`src/rtl/vending_pkg.sv`:
```
// Shared types, event codes and the coin summing helper for the vending core.
package vending_pkg;

    typedef enum logic [1:0] {
        IDLE,
        DISPENSE,
        CHANGE,
        ADMIN
    } state_t;

    localparam logic [2:0] EV_NONE     = 3'd0;
    localparam logic [2:0] EV_COIN     = 3'd1;
    localparam logic [2:0] EV_VEND     = 3'd2;
    localparam logic [2:0] EV_NO_MONEY = 3'd3;
    localparam logic [2:0] EV_SOLD_OUT = 3'd4;
    localparam logic [2:0] EV_REJECT   = 3'd5;
    localparam logic [2:0] EV_CHANGE   = 3'd6;
    localparam logic [2:0] EV_ADMIN    = 3'd7;

    // Sums the values of all asserted coin pulses; values are packed w bits per coin.
    function automatic logic [31:0] coin_sum(input logic [31:0]  pulse,
                                             input logic [511:0] values,
                                             input int unsigned  n,
                                             input int unsigned  w);
        logic [31:0] acc;
        logic [31:0] mask;
        acc  = '0;
        mask = (w >= 32) ? '1 : ((32'd1 << w) - 32'd1);
        for (int unsigned i = 0; i < n; i++) begin
            if (pulse[i]) acc = acc + (32'(values >> (i * w)) & mask);
        end
        return acc;
    endfunction

endpackage

```
`src/rtl/vending_item_store.sv`:
```
// Per-item price/stock register file: two read ports, a stock decrement port
// and saturating admin edit ports.
module vending_item_store
    import vending_pkg::*;
#(
    parameter int unsigned N_ITEMS    = 8,
    parameter int unsigned MONEY_W    = 8,
    parameter int unsigned STOCK_W    = 4,
    parameter int unsigned INIT_PRICE = 5,
    parameter int unsigned INIT_STOCK = 3
) (
    input  logic                       clk,
    input  logic                       rst,
    input  logic [$clog2(N_ITEMS)-1:0] rd_idx,
    output logic [MONEY_W-1:0]         rd_price,
    output logic [STOCK_W-1:0]         rd_stock,
    input  logic [$clog2(N_ITEMS)-1:0] chk_idx,
    output logic [MONEY_W-1:0]         chk_price,
    output logic [STOCK_W-1:0]         chk_stock,
    input  logic                       dec_en,
    input  logic [$clog2(N_ITEMS)-1:0] dec_idx,
    input  logic                       edit_en,
    input  logic [$clog2(N_ITEMS)-1:0] edit_idx,
    input  logic                       price_up,
    input  logic                       price_dn,
    input  logic                       stock_up
);

    logic [MONEY_W-1:0] price [N_ITEMS];
    logic [STOCK_W-1:0] stock [N_ITEMS];

    assign rd_price  = price[rd_idx];
    assign rd_stock  = stock[rd_idx];
    assign chk_price = price[chk_idx];
    assign chk_stock = stock[chk_idx];

    always_ff @(posedge clk) begin
        if (rst) begin
            for (int unsigned i = 0; i < N_ITEMS; i++) begin
                price[i] <= MONEY_W'(INIT_PRICE);
                stock[i] <= STOCK_W'(INIT_STOCK);
            end
        end else begin
            if (dec_en && stock[dec_idx] != '0) begin
                stock[dec_idx] <= stock[dec_idx] - STOCK_W'(1);
            end
            if (edit_en) begin
                // Price never drops below 1 so an item can not become free.
                if (price_up && price[edit_idx] != '1) begin
                    price[edit_idx] <= price[edit_idx] + MONEY_W'(1);
                end else if (price_dn && price[edit_idx] > MONEY_W'(1)) begin
                    price[edit_idx] <= price[edit_idx] - MONEY_W'(1);
                end
                if (stock_up && stock[edit_idx] != '1) begin
                    stock[edit_idx] <= stock[edit_idx] + STOCK_W'(1);
                end
            end
        end
    end

endmodule

```
`src/rtl/vending_core_param.sv`:
```
// Parametrised vending controller: credit keeping, item vend and change
// handshakes, admin price/stock editing and an inactivity auto-refund.
module vending_core_param
    import vending_pkg::*;
#(
    parameter int unsigned                 N_ITEMS     = 8,
    parameter int unsigned                 N_COINS     = 3,
    parameter int unsigned                 MONEY_W     = 8,
    parameter int unsigned                 STOCK_W     = 4,
    parameter logic [N_COINS*MONEY_W-1:0]  COIN_VALUES = {8'd10, 8'd5, 8'd1},
    parameter int unsigned                 INIT_PRICE  = 5,
    parameter int unsigned                 INIT_STOCK  = 3,
    parameter int unsigned                 TIMEOUT_CYC = 1000000
) (
    input  logic                       clk,
    input  logic                       rst,
    input  logic [N_COINS-1:0]         coin_pulse,
    input  logic [N_ITEMS-1:0]         item_sel,
    input  logic                       refund_req,
    input  logic                       admin_mode,
    input  logic                       admin_price_up,
    input  logic                       admin_price_dn,
    input  logic                       admin_stock_up,
    output logic                       dispense_valid,
    output logic [$clog2(N_ITEMS)-1:0] dispense_item,
    input  logic                       dispense_ready,
    output logic                       change_valid,
    output logic [MONEY_W-1:0]         change_amount,
    input  logic                       change_ready,
    output logic [MONEY_W-1:0]         credit,
    output logic [$clog2(N_ITEMS)-1:0] sel_idx,
    output logic [MONEY_W-1:0]         sel_price,
    output logic [STOCK_W-1:0]         sel_stock,
    output logic [2:0]                 event_code,
    output logic                       event_pulse
);

    localparam int unsigned IDX_W = $clog2(N_ITEMS);
    localparam int unsigned SUM_W = MONEY_W + $clog2(N_COINS) + 1;
    localparam int unsigned CNT_W = $clog2(TIMEOUT_CYC + 1);

    state_t             state;
    logic [SUM_W-1:0]   sum;
    logic [SUM_W-1:0]   total;
    logic               coin_any;
    logic               coin_ok;
    logic [MONEY_W-1:0] coin_credit;
    logic               sel_any;
    logic [IDX_W-1:0]   pick;
    logic [MONEY_W-1:0] chk_price;
    logic [STOCK_W-1:0] chk_stock;
    logic               vend_ok;
    logic               pulse_any;
    logic               timeout;
    logic [CNT_W-1:0]   idle_cnt;

    always_comb begin
        sum         = SUM_W'(coin_sum(32'(coin_pulse), 512'(COIN_VALUES), N_COINS, MONEY_W));
        total       = SUM_W'(credit) + sum;
        coin_any    = |coin_pulse;
        coin_ok     = total <= SUM_W'({MONEY_W{1'b1}});
        coin_credit = coin_ok ? total[MONEY_W-1:0] : credit;
        sel_any     = |item_sel;
        pick        = '0;
        // Scan downward so the lowest asserted button is the last written.
        for (int unsigned i = N_ITEMS; i > 0; i--) begin
            if (item_sel[i-1]) pick = IDX_W'(i - 1);
        end
        vend_ok   = sel_any && chk_stock != '0 && chk_price <= credit;
        pulse_any = coin_any | sel_any | refund_req |
                    admin_price_up | admin_price_dn | admin_stock_up;
        timeout   = idle_cnt == CNT_W'(TIMEOUT_CYC - 1) && !pulse_any && credit != '0;
    end

    vending_item_store #(
        .N_ITEMS    (N_ITEMS),
        .MONEY_W    (MONEY_W),
        .STOCK_W    (STOCK_W),
        .INIT_PRICE (INIT_PRICE),
        .INIT_STOCK (INIT_STOCK)
    ) u_store (
        .clk       (clk),
        .rst       (rst),
        .rd_idx    (sel_idx),
        .rd_price  (sel_price),
        .rd_stock  (sel_stock),
        .chk_idx   (pick),
        .chk_price (chk_price),
        .chk_stock (chk_stock),
        .dec_en    (state == IDLE && !admin_mode && vend_ok),
        .dec_idx   (pick),
        .edit_en   (state == ADMIN && admin_mode),
        .edit_idx  (sel_idx),
        .price_up  (admin_price_up),
        .price_dn  (admin_price_dn),
        .stock_up  (admin_stock_up)
    );

    always_ff @(posedge clk) begin
        if (rst) begin
            state          <= IDLE;
            credit         <= '0;
            sel_idx        <= '0;
            dispense_valid <= 1'b0;
            dispense_item  <= '0;
            change_valid   <= 1'b0;
            change_amount  <= '0;
            event_code     <= EV_NONE;
            event_pulse    <= 1'b0;
            idle_cnt       <= '0;
        end else begin
            event_pulse <= 1'b0;
            event_code  <= EV_NONE;
            case (state)
                IDLE: begin
                    idle_cnt <= (pulse_any || credit == '0 || admin_mode || timeout)
                                ? '0 : idle_cnt + CNT_W'(1);
                    if (admin_mode) begin
                        state       <= ADMIN;
                        event_pulse <= 1'b1;
                        event_code  <= EV_ADMIN;
                    end else begin
                        if (coin_any) begin
                            credit      <= coin_credit;
                            event_pulse <= 1'b1;
                            event_code  <= coin_ok ? EV_COIN : EV_REJECT;
                        end
                        // Later assignments override the coin event; its credit still lands.
                        if (sel_any) begin
                            sel_idx     <= pick;
                            event_pulse <= 1'b1;
                            if (chk_stock == '0) begin
                                event_code <= EV_SOLD_OUT;
                            end else if (chk_price > credit) begin
                                event_code <= EV_NO_MONEY;
                            end else begin
                                credit         <= coin_credit - chk_price;
                                dispense_valid <= 1'b1;
                                dispense_item  <= pick;
                                state          <= DISPENSE;
                                event_code     <= EV_VEND;
                            end
                        end else if ((refund_req && credit != '0) || timeout) begin
                            change_amount <= credit;
                            change_valid  <= 1'b1;
                            credit        <= coin_credit - credit;
                            state         <= CHANGE;
                        end
                    end
                end
                DISPENSE: begin
                    idle_cnt <= '0;
                    if (coin_any) begin
                        credit      <= coin_credit;
                        event_pulse <= 1'b1;
                        event_code  <= coin_ok ? EV_COIN : EV_REJECT;
                    end
                    if (dispense_ready) begin
                        dispense_valid <= 1'b0;
                        state          <= IDLE;
                    end
                end
                CHANGE: begin
                    idle_cnt <= '0;
                    if (coin_any) begin
                        event_pulse <= 1'b1;
                        event_code  <= EV_REJECT;
                    end
                    if (change_ready) begin
                        change_valid  <= 1'b0;
                        change_amount <= '0;
                        state         <= IDLE;
                        event_pulse   <= 1'b1;
                        event_code    <= EV_CHANGE;
                    end
                end
                ADMIN: begin
                    idle_cnt <= '0;
                    if (coin_any) begin
                        event_pulse <= 1'b1;
                        event_code  <= EV_REJECT;
                    end
                    if (!admin_mode) begin
                        state <= IDLE;
                    end else if (sel_any) begin
                        sel_idx <= pick;
                    end
                end
                default: state <= IDLE;
            endcase
        end
    end

endmodule

```
`config.mk`:
```
export PLATFORM = sky130hd
export DESIGN_NAME = vending_core_param
export DESIGN_NICKNAME = d
export VERILOG_FILES = /design/src/rtl/vending_pkg.sv /design/src/rtl/vending_item_store.sv /design/src/rtl/vending_core_param.sv
export SDC_FILE = /design/constraint.sdc
export NUM_CORES = 1
export LEC_CHECK = 0
export CAP_MARGIN = 20
export CORE_MARGIN = 1.5
export CORE_UTILIZATION = 60
export CTS_CLUSTER_DIAMETER = 30
export CTS_CLUSTER_SIZE = 25
export DETAILED_ROUTE_END_ITERATION = 10
export PLACE_DENSITY = 0.84
export SYNTH_ARGS = -nofsm -noshare
export SYNTH_HDL_FRONTEND = slang
export SYNTH_SLANG_ARGS = --single-unit
```
`constraint.sdc`:
```
create_clock -name clk -period 13.2 [get_ports clk]
set_input_delay 3.96 -clock clk [delete_from_list [all_inputs] [get_ports clk]]
set_output_delay 3.96 -clock clk [all_outputs]
set_load 0.005 [all_outputs]
```
==> run metrics, run 1 <==
die width about 130 um; Port Buffers 59; DR vias 8043; cts hold-fix bufs 0; Antenna Nets Post-Route 0; Internal Power 1.134 mW; Post-Syn Area per Cell 9.871 um2; R2R cell count 9; Residual DRC 0; # clock sinks 149; clock skew 0.01063 ns; die area 16760 um2; HPWL after DPL 18450 um; hold_ws 0.4466 ns; Starting Density 60.84%; crit-path leading delay family simple AND/OR/NAND/NOR gates; number of synthesized flops with an enable pin 96; ys async rst share 0%; post-CTS setup buffers 0; drt first pass iters 8; layout cells sized above 1 around an eighth; Mapped Cells 972; r2r endpoint u_store.price[3][7]; CTS root buffer clkbuf_16; CP Class in2reg; Comb pwr share 39.0%; pwr/cell area 164.1 nW/um2; multi-input logic area 5284 um2; n_diodes 0; Max Fclk roughly 110 MHz; Mapped Area 9594 um2; Worst Max-Slew Pin Slew 1.135 ns; worst hold path depth 2; CP Depth 14; Hold Crit Class reg2reg; number of CTS-inserted buffers 17; wire per inst 20.92 um; row cnt 46; outcome complete, no violations; Total Neg Setup Slack 0 ns; io pins 60; top-count cell post-synth nor2_1; hold path endpoint change_amount[0]; initial antenna violation count 0; top_reg_cell synth edfxtp_1; post-synthesis sequential element count ~150; Commonest cells post-synth nor2_1, nand2_1, edfxtp_1; die height 129.5 um; count of final setup violators 0; sw frac 36.65%; top cells by area, synth edfxtp_1, dfxtp_1, mux4_2, ha_1, nor2_1; GRT overflow 0; Leak approximately 3.8 nW; Worst IR Drop VDD roughly 0.00012 V; flop2flop setup slack around 8 ns; H-tree depth 4; top cell type's share of synthesized area ~30%; Setup crit end kind flop; Global Route Usage Sum approximately a third; Critical Path Most Common Cell a41oi_1; vias in the first global route 7491; cts repair resizes 0; CTS clk-pin slew, worst paths 0.06 ns; Worst setup SP type input port; unrepaired setup endpoints after global routing false; area leader, netlist edfxtp_1; CP Data Required Time ~13 ns; Final nets 1072; Net Sw Power 0.6560 mW; Synth Warn # 0; CP max stage delay 1.01 ns; clock power share ~29%; total wire length 25920 um; Clock Latency Late Sink 0.44 ns; fillers around 1200; register cell area after layout 3945 um2; final core utilization 69.16%; first-pass GRT wire length 40570 um; final hold vios 0; Cell variety after synth 72; DR iter-0 viols 1207; Final period util between 60% and 70%; max_slew headroom 23.32%; GPL Wtd Cong about 0.95; Crit path arrival time 9.24 ns; Flop pwr share 32.4%; area grow syn2layout 13.68%; slowest CP cell a41oi_1; Vias/cell 6.492; CTS tree yes; worst min-delay path startpoint change_amount[0]; worst path cell trace clkdlybuf4s50_1 -> or4_4 -> nor2_4 -> mux2i_1 -> mux2i_1 -> mux2_2 -> ha_1 -> and3_1 -> a221oi_1 -> a41oi_1 -> a41oi_1 -> a41oi_1 -> nor2_1 -> or2_2; register area share after synthesis 41.11%; pin count of the biggest net entering global routing 54; worst path bufs/invs 1; Slew Limit Fails 0; Clock Path Buffers 2; Final min period about 9.1 ns; Max-Cap Viols 0; worst-path maximum fanout 26; core area around 16000 um2; Syn Nets ~1000
==> registers in the layout, indices dropped and copies added, names as in the netlist, named ones only <==
signal	flops
change_amount	8
change_valid	1
credit	8
dispense_item	3
dispense_valid	1
event_code	3
event_pulse	1
idle_cnt	20
sel_idx	3
state	2
u_store.price	64
u_store.stock	32
==> worst max-delay path by stage <==
stage                          end   startpoint  slack [ns]
3_3_place_gp   u_store.stock[2][3]  item_sel[7]        3.26
5_1_grt        u_store.stock[6][1]  item_sel[1]        4.03
6_report       u_store.stock[6][3]  item_sel[1]        4.14
2_1_floorplan  u_store.stock[0][0]  item_sel[5]        5.09
4_1_cts        u_store.stock[2][2]  item_sel[7]        3.42
3_5_place_dp   u_store.stock[4][2]  item_sel[7]        3.01
==> cell usage in the layout, fill, tap and decap left out, types with 4 or more instances in the layout <==
cell type / netlist / routed
a211oi_1: 9 / 9
inv_6: 0 / 5
o22ai_1: 4 / 4
nand2b_1: 16 / 16
a41oi_1: 4 / 4
nand4_1: 11 / 11
o21ai_1: 5 / 5
ha_1: 39 / 39
o21ai_0: 28 / 28
a221oi_1: 8 / 8
inv_1: 38 / 38
nand2_1: 108 / 108
mux2_2: 16 / 16
and2_1: 5 / 5
clkdlybuf4s50_1: 0 / 58
or2_2: 11 / 11
nor4_1: 6 / 6
buf_4: 0 / 5
nor2_1: 123 / 123
edfxtp_1: 96 / 96
a31oi_1: 13 / 13
and3_1: 10 / 10
xnor2_1: 18 / 18
nand3_1: 49 / 49
dfxtp_1: 53 / 52
nor3_1: 39 / 39
mux4_2: 39 / 39
o211ai_1: 5 / 5
xor2_1: 24 / 24
mux2i_1: 24 / 24
clkbuf_16: 0 / 17
nor2b_1: 13 / 13
a21oi_1: 43 / 43
o21a_1: 4 / 4
a21o_1: 12 / 12
==> layout make-up <==
cell class / instances / share of cell area [%]
Multi-Input combinational cell: 738 / 48.45
Sequential cell: 149 / 36.17
Timing Repair Buffer: 65 / 5.965
Clock buffer: 19 / 4.061
Tap cell: 216 / 2.478
Clock inverter: 13 / 1.537
Inverter: 39 / 1.342
==> tightest hold or removal path, delay by kind of cell (launching register included) <==
kind	cells	cell delay, ns
DFF	1	0.31
and+or+nand+nor	1	0.05
AOI/OAI and AO/OA	1	0.05
==> stage by stage <==
stage	cell area, um2	setup WS, ns	power, mW	cells
floorplan	9594	5.089	1.063	972
global placement	10260	3.258	1.251	1205
detailed placement	10260	3.009	1.261	1205
CTS	10870	3.416	1.770	1237
global route	10910	4.030	1.873	1239
finish	10910	4.144	1.790	1239
==> layer usage <==
| layer | vias to the layer above | GRT usage, % | share of wire, % |
|---|---|---|---|
| met1 | 3747 | 41.98 | 38 |
| li1 | 3648 | - | - |
| met5 | - | 0 | 0 |
| met2 | 550 | 50.66 | 47 |
| met4 | 0 | 16.41 | 4.4 |
| met3 | 98 | 7.060 | 10 |
==> power by group through the flow <==
| stage | Sequential [mW] | Clock (mW) | Combinational, mW |
|---|---|---|---|
| 3_3_place_gp | 0.587 | 0 | 0.664 |
| 6_report | 0.580 | 0.512 | 0.697 |
| 5_1_grt | 0.584 | 0.532 | 0.758 |
| 2_1_floorplan | 0.553 | 0 | 0.510 |
| 3_5_place_dp | 0.588 | 0 | 0.673 |
| 4_1_cts | 0.578 | 0.513 | 0.679 |
==> kinds of logic after synthesis <==
family | count (synthesis) | synth area share (%)
DFF | 149 | 41.11
AOI/OAI and AO/OA | 168 | 11.95
muxes | 79 | 13.54
buffers and inverters | 85 | 3.886
xor gates and xnor gates | 44 | 4.173
adders and majority gates | 42 | 5.712
and+or+nand+nor | 405 | 19.64
Power figures use the tool's default switching activity.
==> run 2: changes to the inputs <==
--- a/config.mk
+++ b/config.mk
@@ -7,11 +7,11 @@
 export LEC_CHECK = 0
 export CAP_MARGIN = 20
 export CORE_MARGIN = 1.5
-export CORE_UTILIZATION = 60
+export CORE_UTILIZATION = 55
 export CTS_CLUSTER_DIAMETER = 30
 export CTS_CLUSTER_SIZE = 25
 export DETAILED_ROUTE_END_ITERATION = 10
-export PLACE_DENSITY = 0.84
+export PLACE_DENSITY = 0.81
 export SYNTH_ARGS = -nofsm -noshare
 export SYNTH_HDL_FRONTEND = slang
 export SYNTH_SLANG_ARGS = --single-unit
==> constraint.sdc (replaced) <==
create_clock -name clk -period 7.45 [get_ports clk]
set_input_delay 2.235 -clock clk [delete_from_list [all_inputs] [get_ports clk]]
set_output_delay 2.235 -clock clk [all_outputs]
set_load 0.005 [all_outputs]
==> run metrics, run 2 (synthesis gave the netlist of run 1 again) <==
CP Class in2reg; number of CTS-inserted buffers 17 (unchanged); sw frac 37.57% (+0.92 points); worst-path maximum fanout 17 (-35%); Clock Latency Late Sink 0.45 ns (about the same); initial antenna violation count 0 (unchanged); Final nets 1084 (+1.1%); Hold Crit Class reg2reg; Worst Max-Slew Pin Slew 0.9921 ns (-0.1431 ns); HPWL after DPL 19000 um (+3.0%); area grow syn2layout 14.15%; io pins 60 (unchanged); largest registers u_store.price x64, u_store.stock x32, idle_cnt x20; cts repair resizes 0 (unchanged); most frequent cells in the layout nor2_1, nand2_1, edfxtp_1; pwr/cell area 279.4 nW/um2 (+70%); Clock Path Buffers 2 (unchanged); Flop pwr share 33.2% (+0.8 points); worst min-delay path startpoint change_amount[1]; R2R cell count 9 (unchanged); die height 135.1 um (+4.3%); Max-Cap Viols 0 (unchanged); final hold vios 0 (unchanged); worst hold path depth 2 (unchanged); DR vias 8214 (+2.1%); wire per inst 21.01 um (+0.42%); CP Data Required Time 7.60 ns (-5.78 ns); Crit path arrival time 6.85 ns (-2.39 ns); Comb pwr share 39.6% (+0.6 points); Residual DRC 0 (unchanged); Max Fclk roughly 150 MHz; hold path endpoint change_amount[1]; drt first pass iters 7 (-1); first-pass GRT wire length 41350 um (+1.9%); Port Buffers 59 (unchanged); pin count of the biggest net entering global routing 53 (-1.9%); # clock sinks 149 (unchanged); Setup crit end kind flop; Internal Power 1.910 mW (+68%); clock skew 0.009643 ns (-0.0009865 ns); unrepaired setup endpoints after global routing false; clock power share 27.2% (-1.4 points); Starting Density 55.86% (-5.0 points); Largest register FFs 64 (unchanged); CTS root buffer clkbuf_16; Antenna Nets Post-Route 0 (unchanged); hold_ws 0.4522 ns (+0.005599 ns); flop2flop setup slack 2.49 ns (-5.72 ns); Final min period around 6.7 ns; max_slew headroom 33.86% (+11 points); post-CTS setup buffers 0 (unchanged); Total Neg Setup Slack 0 ns (unchanged); DR iter-0 viols 1130 (-6.4%); Vias/cell 6.519 (+0.42%); die width 135.1 um (+4.3%); CTS tree yes; die area 18250 um2 (+8.9%); n_diodes 0 (unchanged); Worst setup SP type input port; total wire length 26470 um (+2.1%); Largest Register u_store.price; outcome complete, no violations; Leak 3.834 nW (+0.76%); Global Route Usage Sum 30.00% (-2.1 points); H-tree depth 4 (unchanged); Final period util 89.95%; r2r endpoint u_store.price[0][4]; CTS clk-pin slew, worst paths 0.07 ns (about the same); vias in the first global route 7748 (+3.4%); GRT overflow 0 (unchanged); Worst IR Drop VDD 0.0001859 V (+56%); most common cell after layout, fill and taps aside nor2_1; core area 17180 um2 (+8.9%); Slew Limit Fails 0 (unchanged); cts hold-fix bufs 0 (unchanged); row cnt 48 (+4.3%); Net Sw Power 1.150 mW (+75%); layout cells sized above 1 12.95% (+1.1 points); GPL Wtd Cong 0.9182 (-3.7%); count of final setup violators 0 (unchanged)
[run 2: through the flow]
| stage | setup WS (ns) | cells | util, % | area (um2) | total power [mW] |
|---|---|---|---|---|---|
| CTS | 0.5603 | 1259 | 63.72 | 10940 | 3.045 |
| finish | 0.7490 | 1260 | 63.76 | 10950 | 3.060 |
| floorplan | 1.064 | 972 | - | 9594 | 1.884 |
| detailed placement | 0.2164 | 1227 | 60.45 | 10380 | 2.212 |
| global placement | 0.3798 | 1227 | 60.45 | 10380 | 2.184 |
| global route | 0.3574 | 1260 | 63.76 | 10950 | 3.221 |
[run 2: area by class of cell]
type | instances | area, um2
Clock buffer | 17 | 425.4
Clock inverter | 15 | 136.4
Fill cell | 1372 | 6225
Inverter | 39 | 146.4
Multi-Input combinational cell | 738 | 5284
Sequential cell | 149 | 3945
Tap cell | 225 | 281.5
Timing Repair Buffer | 77 | 733.2
[run 2: power groups by stage]
stage          Clock (mW)  Combinational (mW)  Sequential (mW)
6_report            0.832                1.21             1.02
5_1_grt             0.866                1.33             1.02
4_1_cts             0.835                1.20             1.01
3_5_place_dp            0                1.18             1.03
3_3_place_gp            0                1.15             1.03
2_1_floorplan           0               0.904            0.980
[run 2: worst max path at each step]
stage,start,slack [ns],endpoint,cells after the start
finish,item_sel[0],0.75,u_store.stock[0][3],20
floorplan,item_sel[5],1.06,u_store.stock[0][0],18
global route,item_sel[0],0.36,u_store.stock[0][3],20
global placement,item_sel[0],0.38,u_store.stock[5][3],18
detailed placement,item_sel[0],0.22,u_store.stock[5][3],18
CTS,item_sel[0],0.56,u_store.stock[5][2],18
[run 2: critical path: stages]
cell and delay (ns):
clkdlybuf4s50_1 0.56, nor3_1 0.24, o21ai_0 0.26, nand2_1 0.18, buf_12 0.20, mux4_2 0.51, nand2_1 0.08, nand2_1 0.11
ha_1 0.31, nor2b_1 0.14, o21ai_0 0.17, nand2_1 0.09, a221oi_1 0.27, a41oi_1 0.15, a41oi_1 0.27, buf_4 0.25
a41oi_1 0.17, buf_4 0.23, nor2_1 0.19, or2_2 0.21
[run 2: routing by layer]
metal	track usage, %	part of all wire, %	wire, um
met5	0	0	0
met4	17.50	5.5	1452
met3	6.944	9.3	2471
met2	48.21	47	12540
met1	37.23	38	10010
==> run 3: changes to the inputs <==
--- a/config.mk
+++ b/config.mk
@@ -7,11 +7,12 @@
 export LEC_CHECK = 0
 export CAP_MARGIN = 20
 export CORE_MARGIN = 1.5
-export CORE_UTILIZATION = 55
+export CORE_UTILIZATION = 60
 export CTS_CLUSTER_DIAMETER = 30
 export CTS_CLUSTER_SIZE = 25
 export DETAILED_ROUTE_END_ITERATION = 10
-export PLACE_DENSITY = 0.81
+export GPL_ROUTABILITY_DRIVEN = 0
+export PLACE_DENSITY = 0.84
 export SYNTH_ARGS = -nofsm -noshare
 export SYNTH_HDL_FRONTEND = slang
 export SYNTH_SLANG_ARGS = --single-unit
==> constraint.sdc (replaced) <==
create_clock -name clk -period 8.5 [get_ports clk]
set_input_delay 2.55 -clock clk [delete_from_list [all_inputs] [get_ports clk]]
set_output_delay 2.55 -clock clk [all_outputs]
set_load 0.005 [all_outputs]
==> run metrics, run 3 (synthesis gave the netlist of run 1 again) <==
outcome complete, no violations; GRT overflow 0 (unchanged); row cnt 46 (-4.2%); Antenna Nets Post-Route 0 (unchanged); post-CTS setup buffers 0 (unchanged); Flop pwr share 31.7% (-1.5 points); vias in the first global route 8023 (+3.5%); Final min period around 7.1 ns; worst hold path depth 2 (unchanged); n_diodes 0 (unchanged); Crit path arrival time 7.28 ns (+0.43 ns); cts hold-fix bufs 0 (unchanged); Clock Path Buffers 2 (unchanged); unrepaired setup endpoints after global routing false; H-tree depth 4 (unchanged); worst setup path start item_sel[0]; clock power share 29.0% (+1.8 points); die width 129.5 um (-4.2%); Largest Register u_store.price; sw frac 36.06% (-1.5 points); fin area 10940 um2 (about the same); Placed Area 10310 um2 (-0.74%); most frequent cells in the layout nor2_1, nand2_1, edfxtp_1; Tot Pwr 2.793 mW (-8.7%); Total Neg Setup Slack 0 ns (unchanged); pin count of the biggest net entering global routing 54 (+1.9%); area grow syn2layout 14.04% (about the same); max_slew headroom 36.44% (+2.6 points); pre-CTS WS 0.6573 ns (+0.4410 ns); CP endpoint u_store.stock[0][1]; R2R cell count 10 (+1); Max-Cap Viols 0 (unchanged); total wire length 27540 um (+4.0%); clock skew 0.008617 ns (-0.001026 ns); largest registers u_store.price x64, u_store.stock x32, idle_cnt x20; Internal Power 1.786 mW (-6.5%); Inst Count DP 1211 (-1.3%); core area 15770 um2 (-8.2%); Largest register FFs 64 (unchanged); Leak 3.828 nW (-0.16%); CTS clk-pin slew, worst paths 0.06 ns (about the same); Worst IR Drop VDD 0.0001964 V (+5.7%); CP Data Required Time 8.64 ns (+1.04 ns); # clock sinks 149 (unchanged); Worst Max-Slew Pin Slew 0.9461 ns (-0.04601 ns); Clock Latency Late Sink 0.43 ns (-0.02 ns); Vias/cell 6.658 (+2.1%); final hold vios 0 (unchanged); Post-Layout Cell Count 1244 (-1.3%); Port Buffers 59 (unchanged); CTS root buffer clkbuf_16; Global Route Usage Sum 34.02% (+4.0 points); flop2flop setup slack 3.66 ns (+1.17 ns); first-pass GRT wire length 42530 um (+2.9%); post-route worst setup slack 1.362 ns (+0.6127 ns); r2r endpoint u_store.price[3][2]; CP Class in2reg; die area 16760 um2 (-8.2%); wire per inst 22.14 um (+5.4%); Final nets 1077 (-0.65%); worst-path maximum fanout 17 (unchanged); Starting Density 60.84% (+5.0 points); number of CTS-inserted buffers 17 (unchanged); pwr/cell area 255.2 nW/um2 (-8.7%); layout cells sized above 1 12.16% (-0.79 points); count of final setup violators 0 (unchanged); Residual DRC 0 (unchanged); Net Sw Power 1.007 mW (-12%); die height 129.5 um (-4.2%); Comb pwr share 39.3% (-0.3 points); most common cell after layout, fill and taps aside nor2_1; Worst setup SP type input port; Max Fclk 140.1 MHz; DR vias 8283 (+0.84%); initial antenna violation count 0 (unchanged); Final period util 83.98%; final core utilization 69.38% (+5.6 points); CTS tree yes; HPWL after DPL 18910 um (-0.48%); hold_ws 0.4507 ns (-0.001528 ns); DR iter-0 viols 1100 (-2.7%); cts repair resizes 0 (unchanged); Slew Limit Fails 0 (unchanged); Setup crit end kind flop; drt first pass iters 7 (unchanged); io pins 60 (unchanged); Hold Crit Class reg2reg
-- run 3: cell types whose count changed in the layout (fill, tap and decap cells not counted) --
cell	before	now
inv_6	5	3
clkinv_1	1	2
buf_4	17	11
buf_12	1	0
clkinv_4	1	2
clkinvlp_4	3	2
bufinv_16	0	4
clkbuf_1	0	1
inv_8	5	1
-- run 3: area by class of cell --
class                      instances  area, um2
clock buffer                      18      429.2
inverter                          39      146.4
fill                            1178       4828
timing repair buffer              70      668.1
clock inverter                    14      198.9
tap                              216      270.3
multi-input combinational        738       5284
sequential                       149       3945
-- run 3: worst min-delay path by stage --
stage	startpoint	to	slack, ns
finish	change_amount[0]	change_amount[0]	0.45
detailed placement	change_amount[7]	change_amount[7]	0.44
global route	change_amount[1]	change_amount[1]	0.46
floorplan	idle_cnt[0]	idle_cnt[0]	0.43
global placement	change_amount[2]	change_amount[2]	0.44
CTS	change_amount[7]	change_amount[7]	0.45
-- run 3: power groups by stage --
| stage | combinational, mW | sequential [mW] | clock (mW) |
|---|---|---|---|
| detailed placement | 1.06 | 0.895 | 0 |
| finish | 1.10 | 0.884 | 0.809 |
| floorplan | 0.792 | 0.859 | 0 |
| global route | 1.19 | 0.888 | 0.841 |
| CTS | 1.08 | 0.881 | 0.812 |
| global placement | 1.03 | 0.893 | 0 |
-- run 3: worst max-delay path, cell delays in order --
cell and delay, ns:
clkdlybuf4s50_1 0.56, nor3_1 0.24, o21ai_0 0.27, nand2_1 0.13, buf_4 0.34, mux4_2 0.57, nand2_1 0.08, nand2_1 0.12
ha_1 0.31, nor2b_1 0.13, o21ai_0 0.15, nand2_1 0.08, a221oi_1 0.25, a41oi_1 0.11, a41oi_1 0.20, buf_4 0.23
a41oi_1 0.28, buf_4 0.30, nor2_1 0.18, or2_2 0.20
-- run 3: metal layers --
metal / up-vias / track usage [%] / part of all wire [%] / routed length (um)
li1: 3659 / - / - / -
met1: 3893 / 41.04 / 36 / 9956
met2: 575 / 55.16 / 48 / 13090
met3: 156 / 8.134 / 10 / 2795
met4: 0 / 21.63 / 6.2 / 1696
met5: - / 0 / 0 / 0
